==> config.mk <==
export PLATFORM = sky130hd
export DESIGN_NAME = if_stage
export DESIGN_NICKNAME = d
export VERILOG_FILES = /design/src/rtl/if_stage.sv
export SDC_FILE = /design/constraint.sdc
export NUM_CORES = 1
export LEC_CHECK = 0
export CAP_MARGIN = 20
export CORE_MARGIN = 5
export CORE_UTILIZATION = 40
export DETAILED_ROUTE_END_ITERATION = 10
export PLACE_DENSITY = 0.79
export SYNTH_ARGS = -nofsm -noshare
export SYNTH_HDL_FRONTEND = slang
export SYNTH_SLANG_ARGS = --single-unit
==> constraint.sdc <==
create_clock -name clk -period 3.4 [get_ports clk]
set_clock_uncertainty 0.1 [all_clocks]
set_input_delay 0.34 -clock clk [delete_from_list [all_inputs] [get_ports clk]]
set_output_delay 0.34 -clock clk [all_outputs]
set_load 0.05 [all_outputs]
==> src/rtl/if_stage.sv <==
// Instruction-fetch stage with the IF/ID pipeline register.
// Holds the fetch PC, presents it to a combinational-read instruction ROM,
// and captures the returned word (with its PC+4) for the decode stage.
// Redirects from ID (jr or taken branch) squash the word fetched in the
// redirect cycle, so there is no branch delay slot.
module if_stage #(
  parameter logic [31:0] RESET_PC  = 32'h0000_0000,
  parameter logic [31:0] NOP_INSTR = 32'h0000_0000
) (
  input  logic        clk,
  input  logic        rst,
  input  logic        stall,
  input  logic        flush,
  input  logic        PC_jump,
  input  logic [31:0] jump_target,
  input  logic        branch_taken,
  input  logic [31:0] branch_target,
  output logic [31:0] imem_addr,
  input  logic [31:0] imem_data,
  output logic [31:0] pc_if,
  output logic [31:0] instr_id,
  output logic [31:0] pc_plus4_id,
  output logic        valid_id
);

  logic [31:0] pc_r;
  logic [31:0] instr_id_r;
  logic [31:0] pc_plus4_id_r;
  logic        valid_id_r;

  logic [31:0] pc_plus4_s;
  logic [31:0] redirect_target_s;
  logic        redirect_s;

  // Instruction words are 4-byte aligned; low address bits of a target are dropped.
  function automatic logic [31:0] word_align(input logic [31:0] addr);
    return {addr[31:2], 2'b00};
  endfunction

  // Sequential PC increment and redirect target selection (jr wins over branch).
  always_comb begin
    pc_plus4_s        = 32'h0000_0000;
    redirect_target_s = 32'h0000_0000;
    redirect_s        = 1'b0;
    pc_plus4_s        = pc_r + 32'd4;
    redirect_s        = PC_jump | branch_taken;
    if (PC_jump) begin
      redirect_target_s = word_align(jump_target);
    end else begin
      redirect_target_s = word_align(branch_target);
    end
  end

  // PC and IF/ID update: reset, then stall hold, then redirect, then flush, then normal fetch.
  always_ff @(posedge clk) begin
    if (rst) begin
      pc_r          <= RESET_PC;
      instr_id_r    <= NOP_INSTR;
      pc_plus4_id_r <= 32'h0000_0000;
      valid_id_r    <= 1'b0;
    end else if (stall) begin
      // The ID instruction is re-presented when stall drops, so any
      // redirect/flush seen now will be raised again then.
      pc_r          <= pc_r;
      instr_id_r    <= instr_id_r;
      pc_plus4_id_r <= pc_plus4_id_r;
      valid_id_r    <= valid_id_r;
    end else if (redirect_s) begin
      pc_r          <= redirect_target_s;
      instr_id_r    <= NOP_INSTR;
      pc_plus4_id_r <= 32'h0000_0000;
      valid_id_r    <= 1'b0;
    end else if (flush) begin
      pc_r          <= pc_plus4_s;
      instr_id_r    <= NOP_INSTR;
      pc_plus4_id_r <= 32'h0000_0000;
      valid_id_r    <= 1'b0;
    end else begin
      pc_r          <= pc_plus4_s;
      instr_id_r    <= imem_data;
      pc_plus4_id_r <= pc_plus4_s;
      valid_id_r    <= 1'b1;
    end
  end

  assign imem_addr   = pc_r;
  assign pc_if       = pc_r;
  assign instr_id    = instr_id_r;
  assign pc_plus4_id = pc_plus4_id_r;
  assign valid_id    = valid_id_r;

endmodule

==> flow_summary.toml, run 1 <==
[clock_network]
hold_buffers = 0
clock_sinks = 94
cts_tree = "yes"
clockBufferDepth = 2
clk_latency_ns = 0.35
numCtsBuffers = 9
cts-root-buf = "clkbuf_16"
ctsResizeCount = 0
path_clk_slew_ns = 0.07
cts_max_level = 3
post-cts-setup-buffers = 0

[pwr]
switching_power_w = 0.000895
leakagePower_nw = 2.49
swShare = 0.320
ir_drop_v = 0.000229
power-per-cell-area_nw_per_um2 = 395
power_w = 0.00280
pwr-share-seq = 0.425
pwr-share-clk = 0.354
p_comb_frac = 0.221
intPower_w = 0.00190

[critical_path]
reg2reg_slack_ns = 0.87
slowest_delay_ns = 0.53
crit_path_start_kind = "flip-flop"
crit_path_end_kind = "flip-flop"
crit_path_max_fanout = 9
crit_type = "reg2reg"
cp_data_arrival_time_ns = 2.71
timing.rr.start = "imem_addr[3]$_SDFFE_PP0N_"
crit_start = "imem_addr[3]$_SDFFE_PP0N_"
path_buf_inv = 0
slowest_stage = "or4_1"
required_ns = 3.58
path_delay_family = "simple AND/OR/NAND/NOR gates"
r2r_end = "imem_addr[20]$_SDFFE_PP0N_"
rr_worst_depth = 6
crit_chain = "ha_1 -> and4_1 -> nand2_1 -> or4_1 -> a21o_1 -> a21oi_1"

[timing]
rsz0062_at_grt = "false"
timing.final.max_slew_violations = 0
relSlewSlack = 0.394
fin_crit_sh = 0.743
tightest_slew_ns = 0.909
setup_viol = 0
fin_tns_setup_ns = 0
max_freq_mhz = 396
finalHoldViolCount = 0
period_minus_slack_ns = 2.53

[grt]
grt_max_degree = 62
grt_usage = 0.225
grtUsageMet1 = 0.273
grt_use_met3 = 0.0664
top_usage_layer = "met2"
grt_pass1_vias = 4896
grt-ovfl-total = 0
use_met2 = 0.379
grt_pass1_wl_um = 25600
antenna_found_initial = 0

[placed_design]
dp.cells = 851
place.gp.congestion = 0.833
io_buffers = 222
dp.final_hpwl_um = 12000

[drt]
drt_iter0_drc = 326
firstDrtPassIters = 5
via_per_inst = 5.60
wl_per_cell_um = 19.0
detail-route-antenna-nets = 0
wl_um = 16500
drc = 0
vias = 4857

[synth]
synth_ff_type = "dfxtp_1"
ys_types = 54
ys_seq_elements = 94
synth_area_per_cell_um2 = 8.61
yosysSeqAreaShare = 0.397
syn_inst = 550
synth_edf_count = 0
netlist_area_um2 = 4740
ys_warn_count = 0
async_flop_share = 0

[run]
cap_violations = 0

[floorplanning]
fp.dieW_um = 119
core_area_um2 = 11500
io_pins = 231
start_util = 0.411
rows = 39
dieArea_um2 = 14100
die-height_um = 119

[cells_and_area]
fillers = 1027
diodes = 0
finalNonFillerCells = 867
synthToLayoutAreaGrowth_pct = 49.7
final_cell_mix = "clkdlybuf4s50_1 (221), dfxtp_1 (94), nand2_1 (44), a22o_1 (42), o21ai_0 (39)"
final_common_cell = "clkdlybuf4s50_1"
layout.nets = 822
final_util = 0.616
drive_gt1_frac = 0.0649

[worst_hold_path]
holdPathStages = 2
hold_path.class = "reg2reg"
worstHoldStart = "valid_id$_SDFFE_PP0N_"
hold_end = "valid_id$_SDFFE_PP0N_"

[run_status]
status = "finished, final reports clean"
layout make-up:
class | instances | area (um2) | area share
Clock inverter | 7 | 63.8 | 0.00900
Multi-Input combinational cell | 363 | 2360 | 0.333
Inverter | 15 | 56.3 | 0.00794
Clock buffer | 9 | 225 | 0.0318
Timing Repair Buffer | 236 | 2320 | 0.327
Sequential cell | 94 | 1880 | 0.265
Tap cell | 143 | 179 | 0.0252
worst max path at each step:
stage / slack [ns] / depth (start not counted) / endpoint
final: 0.87 / 6 / imem_addr[20]$_SDFFE_PP0N_
after CTS: 0.92 / 6 / imem_addr[20]$_SDFFE_PP0N_
after global placement: 0.67 / 5 / pc_plus4_id[10]$_SDFFE_PP0N_
after detailed placement: 0.62 / 5 / pc_plus4_id[12]$_SDFFE_PP0N_
after global routing: 0.76 / 6 / imem_addr[20]$_SDFFE_PP0N_
after floorplan: 0.99 / 7 / imem_addr[20]$_SDFFE_PP0N_
worst reg2reg max path, stage by stage (launching register included):
cell and delay, ns:
dfxtp_1 0.46, ha_1 0.33, and4_1 0.49, nand2_1 0.24, or4_1 0.53, a21o_1 0.19
a21oi_1 0.11
layer usage:
layer	share of wire	vias to the layer above
li1	-	2299
met1	0.43	2284
met2	0.47	252
met3	0.085	22
met4	0.017	0
met5	0	-
stage by stage:
| step | hold slack [ns] | setup slack, ns | area [um2] |
|---|---|---|---|
| 3_3_place_gp | 0.336 | 0.668 | 6800 |
| 4_1_cts | 0.354 | 0.922 | 7090 |
| 3_5_place_dp | 0.342 | 0.619 | 6800 |
| 5_1_grt | 0.380 | 0.757 | 7090 |
| 6_report | 0.348 | 0.875 | 7090 |
| 2_1_floorplan | 0.366 | 0.994 | 4750 |
registers in the layout, summed over array words and instances, names as in the netlist:
register / cells
pc_plus4_id: 31
instr_id: 32
valid_id: 1
imem_addr: 30
cell families after synthesis:
family                     after synthesis  synth area share
AOI/OAI and AO/OA                      164             0.240
xor gates and xnor gates                28            0.0518
adders and majority gates                1           0.00264
buffers and inverters                   96             0.108
DFF                                     94             0.397
muxes                                   10            0.0211
other                                    1          0.000792
and+or+nand+nor                        156             0.178
cells in the mapped netlist (5+ instances only):
cell / number / area [um2]
nor4_1: 8 / 50.1
nor2_1: 34 / 128
xor2_1: 6 / 52.6
buf_2: 10 / 50.1
a31oi_1: 5 / 31.3
nand2_1: 44 / 165
nand3_1: 11 / 55.1
buf_4: 37 / 278
a21oi_1: 27 / 135
mux2i_1: 10 / 100
a22o_1: 42 / 368
nor3_1: 7 / 35.0
nand4_1: 8 / 50.1
a22oi_1: 12 / 90.1
a221oi_1: 7 / 61.3
inv_1: 15 / 56.3
or2_2: 5 / 31.3
o22ai_1: 6 / 37.5
xnor2_1: 22 / 193
clkbuf_1: 25 / 93.8
o21ai_0: 39 / 195
buf_1: 8 / 30.0
and3_1: 8 / 50.1
and4_1: 6 / 52.6
dfxtp_1: 94 / 1880
power groups by stage:
stage | Clock [W] | Combinational (W) | Sequential (W)
finish | 0.000991 | 0.000618 | 0.00119
global route | 0.00105 | 0.000650 | 0.00120
CTS | 0.00101 | 0.000619 | 0.00119
detailed placement | 0 | 0.000616 | 0.00121
global placement | 0 | 0.000609 | 0.00121
floorplan | 0 | 0.000286 | 0.00130
Power figures use the tool's default switching activity.
==> run 2, diff against run 1 <==
clock period = 2.5 ns   (was 3.4 ns; I/O delays follow)
==> flow_summary.toml, run 2 (same netlist as run 1, synthesis figures left out) <==
[run_status]
status = "finished, final reports clean"

[cells_and_area]
drive_gt1_frac = 0.0851
fillers = 953
final_cell_mix = "clkdlybuf4s50_1 (221), dfxtp_1 (94), nand2_1 (44), a22o_1 (42), o21ai_0 (39)"
final_util = 0.633
largest_register_ffs = 32
layout.nets = 838
diodes = 0
final_common_cell = "clkdlybuf4s50_1"
synthToLayoutAreaGrowth_pct = 53.8

[floorplanning]
start_util = 0.411
core_area_um2 = 11500
io_pins = 231
dieArea_um2 = 14100
fp.dieW_um = 119
rows = 39
die-height_um = 119

[clock_network]
clock_sinks = 94
clk_latency_ns = 0.35
path_clk_slew_ns = 0.07
hold_buffers = 0
clockBufferDepth = 2
ctsResizeCount = 0
cts_max_level = 3
cts-root-buf = "clkbuf_16"
post-cts-setup-buffers = 0
numCtsBuffers = 9
cts_tree = "yes"

[drt]
firstDrtPassIters = 5
vias = 4931
wl_per_cell_um = 19.0
wl_um = 16800
drt_iter0_drc = 364
detail-route-antenna-nets = 0
drc = 0
via_per_inst = 5.58

[timing]
setup_viol = 0
fin_crit_sh = 0.917
period_minus_slack_ns = 2.29
finalHoldViolCount = 0
timing.final.max_slew_violations = 0
tightest_slew_ns = 0.788
max_freq_mhz = 436
rsz0062_at_grt = "false"
fin_tns_setup_ns = 0
relSlewSlack = 0.473

[placed_design]
place.gp.congestion = 0.851
io_buffers = 222
dp.final_hpwl_um = 12500

[pwr]
leakagePower_nw = 2.60
ir_drop_v = 0.000373
power-per-cell-area_nw_per_um2 = 545

[grt]
grt_usage = 0.229
grt_pass1_wl_um = 26400
grt-ovfl-total = 0
antenna_found_initial = 0
grt_max_degree = 62
grt_pass1_vias = 4931

[critical_path]
crit_path_max_fanout = 6
r2r_end = "imem_addr[26]$_SDFFE_PP0N_"
crit_path_start_kind = "flip-flop"
timing.rr.start = "imem_addr[3]$_SDFFE_PP0N_"
cp_data_arrival_time_ns = 2.42
crit_path_end_kind = "flip-flop"
crit_type = "reg2reg"
reg2reg_slack_ns = 0.21
rr_worst_depth = 5
required_ns = 2.62

[worst_hold_path]
holdPathStages = 2
hold_end = "pc_plus4_id[28]$_SDFFE_PP0N_"
hold_path.class = "reg2reg"
worstHoldStart = "pc_plus4_id[28]$_SDFFE_PP0N_"

[run]
cap_violations = 0
run 2: cell types whose count changed in the layout (fill, tap and decap cells not counted):
cell | before | now
inv_6 | 2 | 0
clkinvlp_4 | 2 | 1
buf_4 | 14 | 27
clkinv_2 | 0 | 1
buf_12 | 0 | 3
bufinv_16 | 0 | 2
inv_8 | 2 | 0
clkinv_4 | 1 | 3
run 2: power breakdown:
part	internal (W)	switching (W)
sequential	0.00154	0.0000639
clock	0.000880	0.000613
combinational	0.000370	0.000506
total	0.00279	0.00118
run 2: critical path, stage by stage (launching register included):
cell     delay (ns)
dfxtp_1        0.45
ha_1           0.34
nand4_1        0.40
nor4_2         0.53
mux2i_1        0.25
o22ai_1        0.10
run 2: worst max-delay path by stage:
stage | cells past startpoint | slack, ns | end | startpoint
after floorplan | 7 | 0.09 | imem_addr[20]$_SDFFE_PP0N_ | imem_addr[2]$_SDFFE_PP0N_
after global placement | 4 | 0.29 | instr_id[17]$_SDFFE_PP0N_ | rst
after detailed placement | 4 | 0.26 | instr_id[23]$_SDFFE_PP0N_ | rst
after CTS | 5 | 0.27 | imem_addr[26]$_SDFFE_PP0N_ | imem_addr[3]$_SDFFE_PP0N_
after global routing | 7 | 0.1 | imem_addr[16]$_SDFFE_PP0N_ | imem_addr[3]$_SDFFE_PP0N_
final | 5 | 0.21 | imem_addr[26]$_SDFFE_PP0N_ | imem_addr[3]$_SDFFE_PP0N_
run 2: layout make-up:
type	instances	area [um2]	area share
Tap cell	143	179	0.0246
Sequential cell	94	1880	0.258
Multi-Input combinational cell	363	2360	0.324
Timing Repair Buffer	252	2480	0.340
Clock inverter	7	98.8	0.0136
Clock buffer	9	225	0.0309
Inverter	15	56.3	0.00773
run 2: per-stage QoR:
stage	std cells	setup WS [ns]	instance area [um2]	hold WS, ns	total power [W]
6_report	883	0.206	7280	0.343	0.00397
5_1_grt	883	0.0990	7280	0.367	0.00412
4_1_cts	883	0.275	7280	0.346	0.00399
3_5_place_dp	867	0.259	6960	0.336	0.00251
3_3_place_gp	867	0.292	6960	0.336	0.00250
2_1_floorplan	553	0.0937	4750	0.276	0.00216
run 2: layer usage:
metal | GRT usage | wire length [um]
met1 | 0.286 | 7110
met2 | 0.383 | 7930
met5 | 0 | 0
met4 | 0.0558 | 216
met3 | 0.0777 | 1530
